[src/rtl/credit_sender.sv]
// credit_sender: sender side of a credit-based valid-only link, including the reset handshake with the receiver.
// Define CREDIT_SENDER_POP_REG_EN to register pop_valid/pop_data (1-cycle latency); otherwise pass-through.
module credit_sender #(
    parameter int DATA_WIDTH = 8,
    parameter int MAX_CREDIT = 15,
    localparam int COUNTW = $clog2(MAX_CREDIT + 1)
) (
    input  logic                  clk,
    input  logic                  rst_n,
    output logic                  push_ready,
    input  logic                  push_valid,
    input  logic [DATA_WIDTH-1:0] push_data,
    output logic                  pop_valid,
    output logic [DATA_WIDTH-1:0] pop_data,
    input  logic                  pop_credit,
    output logic                  pop_sender_in_reset,
    input  logic                  pop_receiver_in_reset,
    input  logic [COUNTW-1:0]     credit_initial,
    input  logic [COUNTW-1:0]     credit_withhold,
    output logic [COUNTW-1:0]     credit_count,
    output logic [COUNTW-1:0]     credit_available,
    output logic                  credit_overflow
);

    localparam logic [COUNTW:0]   MAX_W = (COUNTW + 1)'(MAX_CREDIT);
    localparam logic [COUNTW-1:0] MAX_C = COUNTW'(MAX_CREDIT);

    typedef enum logic {INIT, ACTIVE} state_t;

    state_t              state, state_nxt;
    logic [COUNTW-1:0]   count_nxt;
    logic                overflow_nxt;
    logic [COUNTW:0]     count_sum;
    logic [COUNTW-1:0]   init_clamped;
    logic                xfer;

    assign credit_available    = (credit_count > credit_withhold) ? credit_count - credit_withhold : '0;
    assign push_ready          = (state == ACTIVE) && (credit_available != '0);
    assign pop_sender_in_reset = (state == INIT);
    assign xfer                = push_valid & push_ready;

    // One extra bit so a return at MAX_CREDIT is visible as a carry rather than wrapping.
    assign count_sum    = {1'b0, credit_count} - (COUNTW + 1)'(xfer) + (COUNTW + 1)'(pop_credit);
    assign init_clamped = ({1'b0, credit_initial} > MAX_W) ? MAX_C : credit_initial;

    always_ff @(posedge clk or negedge rst_n) begin
        if (!rst_n) begin
            state           <= INIT;
            credit_count    <= '0;
            credit_overflow <= 1'b0;
        end else begin
            state           <= state_nxt;
            credit_count    <= count_nxt;
            credit_overflow <= overflow_nxt;
        end
    end

    always_comb begin
        state_nxt    = state;
        count_nxt    = credit_count;
        overflow_nxt = credit_overflow;
        case (state)
            INIT: begin
                if (!pop_receiver_in_reset) begin
                    state_nxt = ACTIVE;
                    count_nxt = init_clamped;
                end
            end
            ACTIVE: begin
                if (pop_receiver_in_reset) begin
                    state_nxt = INIT;
                    count_nxt = '0;
                end else if (count_sum > MAX_W) begin
                    count_nxt    = MAX_C;
                    overflow_nxt = 1'b1;
                end else begin
                    count_nxt = count_sum[COUNTW-1:0];
                end
            end
            default: begin
                state_nxt = INIT;
                count_nxt = '0;
            end
        endcase
    end

`ifdef CREDIT_SENDER_POP_REG_EN
    // Credit is already debited at xfer; a beat caught by INIT entry is dropped, not replayed.
    always_ff @(posedge clk or negedge rst_n) begin
        if (!rst_n) begin
            pop_valid <= 1'b0;
        end else if (state == ACTIVE && pop_receiver_in_reset) begin
            pop_valid <= 1'b0;
        end else begin
            pop_valid <= xfer;
        end
    end

    always_ff @(posedge clk or negedge rst_n) begin
        if (!rst_n) begin
            pop_data <= '0;
        end else if (xfer) begin
            pop_data <= push_data;
        end
    end
`else
    assign pop_valid = xfer;
    assign pop_data  = push_data;
`endif

endmodule

[config.mk]
export PLATFORM = sky130hd
export DESIGN_NAME = credit_sender
export DESIGN_NICKNAME = d
export VERILOG_FILES = /design/src/rtl/credit_sender.sv
export SDC_FILE = /design/constraint.sdc
export NUM_CORES = 1
export LEC_CHECK = 0
export CAP_MARGIN = 20
export CORE_ASPECT_RATIO = 0.9
export CORE_MARGIN = 3
export CORE_UTILIZATION = 33
export CTS_BUF_LIST = sky130_fd_sc_hd__clkbuf_8 sky130_fd_sc_hd__clkbuf_16
export CTS_CLUSTER_SIZE = 14
export DETAILED_ROUTE_END_ITERATION = 10
export PLACE_DENSITY = 0.74
export SLEW_MARGIN = 30
export SYNTH_ARGS = -nofsm -noshare
export SYNTH_HDL_FRONTEND = slang
export SYNTH_SLANG_ARGS = --single-unit
export TNS_END_PERCENT = 1
[constraint.sdc]
create_clock -name clk -period 3.4 [get_ports clk]
set_input_delay 0.51 -clock clk [delete_from_list [all_inputs] [get_ports clk]]
set_output_delay 0.51 -clock clk [all_outputs]
set_load 0.05 [all_outputs]
# Word-level counts from Yosys, hierarchy flattened

Cells that the tools add are included.

Flip-flop bits (word level): 6
Input bits: 21
Output and inout port bits: 20
Word-level logic and storage cells: 21

Add/sub/neg operators: 3
Order comparisons: 2
Equal/unequal tests: 1
Mux-type cells: 6
Bitwise logic cells: 3
Reductions and logical operators: 3

Operators by type and width:

| kind                                                                  | number |
|---|---|
| 4-bit 2-to-1 mux                                                      | 4 |
| 4-bit one-hot mux with 2 select lines                                 | 1 |
| 5-bit by 1-bit adder with 5-bit output                                | 1 |
| 5-bit by 4-bit > comparator with 1-bit output (second input constant) | 1 |
| 4-bit by 1-bit subtractor with 5-bit output                           | 1 |
| 4-bit > comparator                                                    | 1 |
| 4-bit nonzero test                                                    | 1 |
| 4-bit subtractor                                                      | 1 |
| 3-bit AND reduction                                                   | 1 |
| 2-bit inequality test (second input constant)                         | 1 |
| 1-bit inverter                                                        | 2 |
| 1-bit bitwise AND                                                     | 1 |
| 1-bit logical AND                                                     | 1 |
| 1-bit 2-to-1 mux                                                      | 1 |

# Longest topological paths before layout

Gate-level depths: netlist (run 1).

Depth in word-level cells: 11
Mapped depth: 17
Gate-level depth less buffers: 17

# Worst setup path after synthesis (run 1)

Ideal clock, no wire load.

Path type: reg2reg
Start: reg credit_count[1]
End: reg credit_count[2]
Setup time: 139 ps
Arrival: 4,432 ps
Slack: -1,171 ps
Cell stages (with the launch flop): 15
Period minus slack after synthesis: 4,571 ps
Path through: dfrtp_1 > ha_1 > nor2b_1 > o21a_1 > o2111a_1 > nor3_1 > ha_1 > inv_1 > ha_1 > inv_1 > fa_1 > nand2b_1 > a21oi_1 > xnor2_1 > a31oi_1

Longest elaborated chain between the ends: 11

Ends and longest elaborated chain:

| what                                                   | line | source |
|---|---|---|
| from (decl)                                            | 20   | `output logic [COUNTW-1:0] credit_count,` |
| from (signal assigned)                                 | 53   | `credit_count <= count_nxt;` |
| 4-bit subtractor or 4-bit > comparator (tied branches) | 37   | `assign credit_available = (credit_count > credit_withhold) ? credit_count - credit_withhold : '0;` |
| 4-bit 2-to-1 mux (*)                                   | 37   |  |
| 4-bit nonzero test (*)                                 | 38   | `assign push_ready = (state == ACTIVE) && (credit_available != '0);` |
| 1-bit logical AND (*)                                  | 38   |  |
| 1-bit bitwise AND (*)                                  | 40   | `assign xfer = push_valid & push_ready;` |
| net pop_valid                                          | 13   | `output logic pop_valid,` |
| 4-bit by 1-bit subtractor with 5-bit output (*)        | 43   | `assign count_sum = {1'b0, credit_count} - (COUNTW + 1)'(xfer) + (COUNTW + 1)'(pop_credit);` |
| 5-bit by 1-bit adder with 5-bit output (*)             | 43   |  |
| 5-bit by 4-bit > comparator with 1-bit output          | 73   | `end else if (count_sum > MAX_W) begin` |
| 4-bit 2-to-1 mux (*)                                   | 73   |  |
| 4-bit 2-to-1 mux (*)                                   | 70   | `if (pop_receiver_in_reset) begin` |
| 4-bit one-hot mux with 2 select lines (*)              | 62   | `case (state)` |

Mark *: on every way through the listed nets, which the timed path passes. The rest lies on a longest branch.
A chain may end at the register's enable or synchronous reset.

# Worst setup path after layout (run 1)

Start: reg credit_count[0]
End: out pop_valid

Longest elaborated chain between the ends: 5

Ends and longest elaborated chain:

| what                                                   | line |
|---|---|
| 4-bit subtractor or 4-bit > comparator (tied branches) | 37 |
| 4-bit 2-to-1 mux (*)                                   | 37 |
| 4-bit nonzero test (*)                                 | 38 |
| 1-bit logical AND (*)                                  | 38 |
| 1-bit bitwise AND (*)                                  | 40 |
| to (decl)                                              | 13 |

Mark *: on every way between the ends. The rest lies on a longest branch, timed or not.

==> flow_summary.ini, run 1 <==
[detailed_routing]
vias = 781
postRouteAntennaNets = 0
avgRoutedWirePerCell_um = 14.5
drt-total-wl_um = 2260
drt-vias-per-instance = 5.01
drt_first_pass_iters = 5
drc = 0
drt_iter0_markers = 7

[global_routing]
grt.total_usage = 0.161
met3_usage = 0.0121
grt_start_max_net_pins = 12
overflow = 0
antenna_found_initial = 0
met2_usage = 0.285
grt_pass1_vias = 808
busiest_layer = met2
grt_pass1_wl_um = 3280
grt.met1_usage = 0.186

[synthesis]
muxShareOfSynthArea = 0.0143
synthSimpleGateAreaFrac = 0.166
synth_fa_ha_area_frac = 0.217
async_flop_share = 1.00
synth_area_um2 = 702
seq_area_frac_synth = 0.214
syn_nets = 118
synth_top_family_by_area = adder cells
ys_warn_count = 0
syn_inst = 86
synth_flop_cell = dfrtp_1
synth_compound_area_frac = 0.185
synth_enable_flop_cells = 0
ys_types = 28
yosys.area_share.xor_xnor = 0.0374
avgSynthCellArea_um2 = 8.16
synth_seq_cells = 6

[status]
outcome = complete, no violations

[floorplanning]
die_area_um2 = 2720
placementRows = 15
die_height_um = 49.8
die_x_um = 54.6
io-pin-count = 41
start_util = 0.356
core_area_um2 = 1970

[setup_path]
critPathCaptureType = output pin
critical_path.max_fanout = 3
reg2reg_depth = 17
worst_setup_path_start_kind = flop
r2r_start = credit_count[0]
endpoint = pop_valid
crit_path_start = credit_count[0]
worstSetupPathType = flop to output pin
r2r-end = credit_count[2]
cp.required_ns = 2.89
r2r_slack_ns = 0.06
arrival_ns = 2.85

[placed_design]
placed_area_um2 = 1070
gp_congestion = 0.866
pre_cts_slack_ns = -0.544
dp_hpwl_um = 1540
dp.cells = 136
port_buffers = 24

[sta]
max-slew-margin-rel = 0.664
setup_viol = 0
finalHoldViolCount = 0
rsz0062_at_grt = true
maxSlewViolCount = 0
period_share = 0.989
clock_skew_ns = 0.00615
worst_slack_ns = 0.0366
max_clock_freq_ghz = 0.297
period_needed_ns = 3.36
worstMarginPinSlew_ns = 0.502

[clock_tree]
cts_root_buffer = clkbuf_8
clk_pin_slew_ns = 0.04
htree_levels = 1
clockBufferDepth = 2
cts_made_buffers = 3
clock_latency_ns = 0.23
clock_sinks = 6
hold_buffers = 0
cts_tree = yes

[finish]
syn2layout_area_growth_pct = 89.3
nNetsFinal = 164
fin_cells = 156
diodes = 0
stdcell_area_um2 = 1330
drive_gt1_frac = 0.466

[power]
total_leakage_power_nw = 0.622
power.total_mw = 1.56
vdd_drop_max_mv = 0.611
p_per_area_nw_per_um2 = 1180

[flow_run]
maxCapViolations = 0

[min_path]
worstHoldPathType = flop to flop
==> worst max-delay path, cell delays in order, from the launching register on <==
cell and delay [ns]:
dfrtp_2 0.42, inv_4 0.08, ha_4 0.13, inv_2 0.04
fa_2 0.44, nor2b_4 0.16, buf_6 0.10, o2111a_2 0.24
nor3_4 0.05, buf_4 0.14, buf_4 0.12, buf_4 0.12
buf_4 0.12, buf_4 0.12, buf_6 0.10, buf_6 0.11
buf_12 0.13
==> where the power goes <==
part | switching [mW] | internal (mW)
Combinational | 0.685 | 0.621
Sequential | 0.0467 | 0.0999
Clock | 0.0333 | 0.0777
==> final cells by class <==
type	instances	area (um^2)
clock buffers	3	41.3
clock inverters	1	3.75
fillers	170	642
inverters	14	55.1
multi-input cells	57	578
flip-flops and latches	6	153
well taps	25	31.3
repair buffers	50	467
==> stage by stage <==
stage	hold WS, ns	setup TNS, ns	util
2_1_floorplan	0.214	-0.939	-
3_3_place_gp	0.466	-2.24	0.542
3_5_place_dp	0.461	-2.60	0.542
4_1_cts	0.478	-0.0806	0.639
5_1_grt	0.495	-0.218	0.674
6_report	0.477	0	0.674
==> kinds of logic after synthesis <==
group,count (synthesis)
fa+ha+maj,11
xor+xnor,3
buf+inv,23
compound gates,20
simple gates,22
mux,1
flops,6
==> how the worst min path moves through the flow <==
| stage | from | end | slack, ns | cells after the start |
|---|---|---|---|---|
| 3_3_place_gp | credit_overflow | credit_overflow | 0.47 | 1 |
| 4_1_cts | credit_overflow | credit_overflow | 0.48 | 1 |
| 6_report | credit_overflow | credit_overflow | 0.48 | 1 |
| 5_1_grt | credit_overflow | credit_overflow | 0.50 | 1 |
| 2_1_floorplan | rst_n | credit_count[0] | 0.21 | 0 |
| 3_5_place_dp | credit_overflow | credit_overflow | 0.46 | 1 |
==> flip-flops by register name, summed over array words and instances, names as in the netlist <==
register	count
credit_overflow	1
state	1
credit_count	4
==> timing repair <==
| action | 4_1_cts | 5_1_grt |
|---|---|---|
| endpoints found under the setup margin | 5 | 6 |
| endpoints found under the hold margin | 0 | 0 |
| gates resized for setup | 19 | 10 |
| setup buffers | 10 | 6 |
| pin swaps | 13 | 16 |
==> cell usage after synthesis (all sizes together), types with 2 or more instances <==
cell,number,area share
nor4,2,0.027
inv,14,0.075
xnor2,2,0.025
nor2,5,0.027
a21oi,2,0.014
buf,8,0.086
and3,2,0.018
a31oi,3,0.027
nand2,4,0.021
ha,9,0.16
dfrtp,6,0.21
a21o,2,0.021
o21ai,7,0.050
nor2b,2,0.018
fa,2,0.057
nor3,3,0.021
nand4,2,0.018
o21a,2,0.021
==> routing by layer <==
layer | share of wire | wire (um)
met4 | 0.019 | 44
met3 | 0.067 | 151
met1 | 0.40 | 912
met2 | 0.51 | 1160
met5 | 0 | 0
==> cell usage in the layout, fill, tap and decap left out, types with 2 or more instances in the layout <==
| master | instances |
|---|---|
| inv_2 | 4 |
| ha_4 | 4 |
| nand4_1 | 2 |
| nor3_1 | 2 |
| nand2_1 | 3 |
| fa_2 | 2 |
| ha_1 | 4 |
| clkbuf_8 | 3 |
| buf_12 | 3 |
| buf_6 | 3 |
| dfrtp_1 | 4 |
| clkdlybuf4s50_1 | 15 |
| inv_1 | 10 |
| o21ai_0 | 7 |
| buf_4 | 26 |
| o21a_1 | 2 |
| a21o_1 | 2 |
| dfrtp_2 | 2 |
| nor2_1 | 5 |
| a31oi_1 | 3 |
| and3_1 | 2 |
(Power assumes the default switching activity.)
==> run 2: changes to the inputs <==
--- a/config.mk
+++ b/config.mk
@@ -12,7 +12,7 @@
 export CTS_BUF_LIST = sky130_fd_sc_hd__clkbuf_8 sky130_fd_sc_hd__clkbuf_16
 export CTS_CLUSTER_SIZE = 14
 export DETAILED_ROUTE_END_ITERATION = 10
-export PLACE_DENSITY = 0.74
+export PLACE_DENSITY = 0.76
 export SLEW_MARGIN = 30
 export SYNTH_ARGS = -nofsm -noshare
 export SYNTH_HDL_FRONTEND = slang
==> flow_summary.ini, run 2 (synthesis gave the netlist of run 1 again) <==
[global_routing]
grt.total_usage = 0.157
antenna_found_initial = 0
grt_pass1_vias = 734
grt_start_max_net_pins = 12
overflow = 0
grt_pass1_wl_um = 3120

[detailed_routing]
drc = 0
avgRoutedWirePerCell_um = 13.0
postRouteAntennaNets = 0
wl_met1_um = 809
drt-vias-per-instance = 5.08
drt_iter0_markers = 7
wl_met2_um = 940
vias = 752
drt_first_pass_iters = 4
drt-total-wl_um = 1920
highest_layer = met4
wl_met3_um = 138

[sta]
rsz0062_at_grt = true
period_share = 0.970
max_clock_freq_ghz = 0.303
setup-tns-final_ns = 0
setup_viol = 0
holdWs_ns = 0.499
clock_skew_ns = 0.00728
maxSlewViolCount = 0
period_needed_ns = 3.30
finalHoldViolCount = 0
worstMarginPinSlew_ns = 0.500
max-slew-margin-rel = 0.666
worst_slack_ns = 0.102

[power]
power.total_mw = 1.48
p_per_area_nw_per_um2 = 1190
vdd_drop_max_mv = 0.740
total_leakage_power_nw = 0.573

[clock_tree]
clock_latency_ns = 0.23
cts_made_buffers = 3
cts_root_buffer = clkbuf_8
cts_tree = yes
htree_levels = 1
clockBufferDepth = 2
clk_pin_slew_ns = 0.04
clock_sinks = 6

[finish]
reg_top3 = credit_count (4), credit_overflow (1), state (1)
final_cell_mix = 21 x buf_4, 15 x clkdlybuf4s50_1, 10 x inv_1, 6 x o21ai_0, 5 x nor2_1
drive_gt1_frac = 0.423
diodes = 0
ff_latch_area_um2 = 153
largest_reg_flops = 4
layout_commonest_cell = buf_4
syn2layout_area_growth_pct = 77.9
nNetsFinal = 156
top_register = credit_count
fillers = 170
multi_input_area_um2 = 571

[floorplanning]
die_area_um2 = 2720
placementRows = 15
io-pin-count = 41
core_area_um2 = 1970
die_height_um = 49.8
start_util = 0.356
die_x_um = 54.6

[placed_design]
port_buffers = 24
dp_hpwl_um = 1560
gp_congestion = 0.826
pre_cts_slack_ns = -0.490

[setup_path]
cp.required_ns = 3.48
r2r_slack_ns = 0.10
arrival_ns = 3.38
endpoint = credit_count[2]
reg2reg_depth = 17
critPathCaptureType = flop
r2r-end = credit_count[2]
crit_path_start = credit_count[0]
worst_setup_path_start_kind = flop
critical_path.max_fanout = 5
worstSetupPathType = flop to flop
r2r_start = credit_count[0]

[status]
outcome = complete, no violations

[flow_run]
maxCapViolations = 0

[min_path]
worstHoldPathType = flop to flop
## run 2: metal layers
layer / GRT usage / up-vias
li1: - / 363
met1: 0.196 / 352
met2: 0.258 / 31
met3: 0.0151 / 6
met4: 0.0830 / 0
met5: 0 / -
## run 2: repair_timing
action                     4_1_cts  5_1_grt
gates resized for setup         18        6
setup endpoints to repair        5        5
hold buffers                     0        0
pin swaps                       13       15
setup buffers                    4        2
## run 2: worst max-delay path: stages (launching register included)
cell      delay (ns)
dfrtp_2         0.42
inv_4           0.08
ha_4            0.13
inv_2           0.03
fa_2            0.54
nor2b_2         0.06
buf_4           0.13
o2111a_2        0.16
nor3_4          0.13
ha_1            0.25
inv_1           0.06
ha_2            0.18
inv_2           0.04
fa_2            0.33
nand2b_4        0.15
a21oi_4         0.20
xnor2_4         0.16
a31oi_1         0.11
## run 2: how the worst min path moves through the flow
stage | slack [ns] | start | depth (start not counted) | to
global placement | 0.48 | credit_overflow | 1 | credit_overflow
floorplan | 0.21 | rst_n | 0 | credit_count[0]
finish | 0.50 | credit_overflow | 1 | credit_overflow
detailed placement | 0.49 | credit_overflow | 1 | credit_overflow
global route | 0.51 | credit_overflow | 1 | credit_overflow
CTS | 0.50 | credit_overflow | 1 | credit_overflow
## run 2: area by class of cell
type	count	area share
Sequential cell	6	0.122
Clock buffer	3	0.0331
Inverter	14	0.0441
Multi-Input combinational cell	57	0.457
Tap cell	25	0.0251
Clock inverter	1	0.00301
Timing Repair Buffer	42	0.316
## run 2: stage by stage
step / instances / instance area, um^2 / utilization
after floorplan: 86 / 762 / -
after global placement: 138 / 1080 / 0.549
after detailed placement: 138 / 1080 / 0.549
after CTS: 146 / 1210 / 0.616
after global routing: 148 / 1250 / 0.634
final: 148 / 1250 / 0.634
## run 2: power breakdown
| group | internal (mW) | total (mW) | leakage, nW | switching (mW) |
|---|---|---|---|---|
| logic | 0.575 | 1.22 | 0.480 | 0.649 |
| registers | 0.0999 | 0.146 | 0.0658 | 0.0465 |
| clock network | 0.0777 | 0.110 | 0.0269 | 0.0324 |
==> run 3: changes to the inputs <==
--- a/config.mk
+++ b/config.mk
@@ -12,7 +12,9 @@
 export CTS_BUF_LIST = sky130_fd_sc_hd__clkbuf_8 sky130_fd_sc_hd__clkbuf_16
 export CTS_CLUSTER_SIZE = 14
 export DETAILED_ROUTE_END_ITERATION = 10
+export HOLD_SLACK_MARGIN = 0.12
 export PLACE_DENSITY = 0.76
+export SETUP_SLACK_MARGIN = 0.4
 export SLEW_MARGIN = 30
 export SYNTH_ARGS = -nofsm -noshare
 export SYNTH_HDL_FRONTEND = slang
==> flow_summary.ini, run 3 (synthesis gave the netlist of run 1 again) <==
[setup_path]
critPathCaptureType = flop
arrival_ns = 3.38
worstSetupPathType = flop to flop
cp.required_ns = 3.48
worst_setup_path_start_kind = flop
critical_path.max_fanout = 5

[detailed_routing]
avgRoutedWirePerCell_um = 13.0
drt-vias-per-instance = 5.11
drc = 0
drt-total-wl_um = 1940
drt_iter0_markers = 12
drt_first_pass_iters = 4
postRouteAntennaNets = 0
vias = 761

[floorplanning]
placementRows = 15
die_area_um2 = 2720
start_util = 0.356
io-pin-count = 41
die_x_um = 54.6
die_height_um = 49.8
core_area_um2 = 1970

[sta]
max-slew-margin-rel = 0.664
setup_viol = 0
holdWs_ns = 0.497
period_needed_ns = 3.30
finalHoldViolCount = 0
max_clock_freq_ghz = 0.303
clock_skew_ns = 0.00728
period_share = 0.972
rsz0062_at_grt = true
maxSlewViolCount = 0
worstMarginPinSlew_ns = 0.502

[power]
vdd_drop_max_mv = 0.741
total_leakage_power_nw = 0.579
p_per_area_nw_per_um2 = 1180

[finish]
nNetsFinal = 157
largest_reg_flops = 4
fillers = 166
top_register = credit_count
fin_cells = 149
reg_top3 = credit_count (4), credit_overflow (1), state (1)
syn2layout_area_growth_pct = 80.2
diodes = 0
final_cell_mix = 22 x buf_4, 15 x clkdlybuf4s50_1, 10 x inv_1, 6 x o21ai_0, 5 x nor2_1
drive_gt1_frac = 0.427
layout_commonest_cell = buf_4

[clock_tree]
htree_levels = 1
clock_latency_ns = 0.23
cts_tree = yes
clockBufferDepth = 2
cts_made_buffers = 3
clk_pin_slew_ns = 0.04
cts_root_buffer = clkbuf_8
clock_sinks = 6
hold_buffers = 0

[flow_run]
maxCapViolations = 0

[placed_design]
dp.cells = 138
port_buffers = 24
dp_hpwl_um = 1560
gp_congestion = 0.826

[global_routing]
antenna_found_initial = 0
grt_pass1_vias = 719
overflow = 0
grt.total_usage = 0.156
grt_pass1_wl_um = 3080
grt_start_max_net_pins = 12

[min_path]
worstHoldPathType = flop to flop

[status]
outcome = complete, no violations
==> run 3: changes by cell type in the layout (fill, tap and decap cells not counted), sizes merged <==
cell  before  now
buf       25   26
==> run 3: worst max-delay path, cell delays in order, from the launching register on <==
cell and delay [ns]:
dfrtp_2 0.42, inv_4 0.08, ha_4 0.13, inv_2 0.03
fa_2 0.37, xnor2_2 0.20, buf_4 0.15, o2111a_2 0.24
nor3_4 0.05, ha_1 0.27, inv_1 0.06, ha_2 0.18
inv_2 0.04, fa_2 0.33, nand2b_4 0.15, a21oi_4 0.20
xnor2_4 0.16, a31oi_1 0.11
==> run 3: final cells by class <==
class / count / area (um^2) / area share
sequential: 6 / 153 / 0.121
multi-input combinational: 57 / 579 / 0.458
clock buffer: 3 / 41.3 / 0.0326
clock inverter: 1 / 3.75 / 0.00297
tap: 25 / 31.3 / 0.0247
timing repair buffer: 43 / 402 / 0.318
inverter: 14 / 55.1 / 0.0435
==> run 3: stage by stage <==
stage / utilization / instance area (um^2) / setup WS, ns / power [mW] / TNS, ns
5_1_grt: 0.642 / 1260 / -0.0401 / 1.61 / -0.103
6_report: 0.642 / 1260 / 0.0956 / 1.50 / 0
4_1_cts: 0.620 / 1220 / -0.0196 / 1.43 / -0.0327
3_3_place_gp: 0.549 / 1080 / -0.409 / 1.17 / -1.97
2_1_floorplan: - / 762 / -0.200 / 0.851 / -0.939
3_5_place_dp: 0.549 / 1080 / -0.490 / 1.20 / -2.38
==> run 3: path summary, 6_finish.rpt <==
path,start,cells after the start,endpoint,slack (ns)
max in group asynchronous,rst_n,1,credit_count[1],2.63
min in group asynchronous,rst_n,1,state,0.53
worst min register to register,credit_overflow,1,credit_overflow,0.50
worst min-delay path,credit_overflow,1,credit_overflow,0.50
worst max register to register,credit_count[0],17,credit_count[2],0.1
worst max-delay path,credit_count[0],17,credit_count[2],0.1
==> run 3: per-layer routing <==
layer | track usage | share of wire | vias to the layer above
met5 | 0 | 0 | -
met4 | 0.0830 | 0.017 | 0
met3 | 0.0151 | 0.074 | 6
met2 | 0.252 | 0.50 | 33
met1 | 0.196 | 0.41 | 355
li1 | - | - | 367
==> run 3: report_power, final <==
group	internal (mW)	leakage [nW]	switching [mW]	total, mW
logic	0.583	0.487	0.656	1.24
registers	0.0999	0.0658	0.0466	0.146
clock network	0.0777	0.0269	0.0325	0.110
==> run 3: timing repair <==
action | CTS | global route
pin swaps | 15 | 16
gates resized for setup | 19 | 6
endpoints found under the setup margin | 8 | 5
buffers inserted | 4 | 3
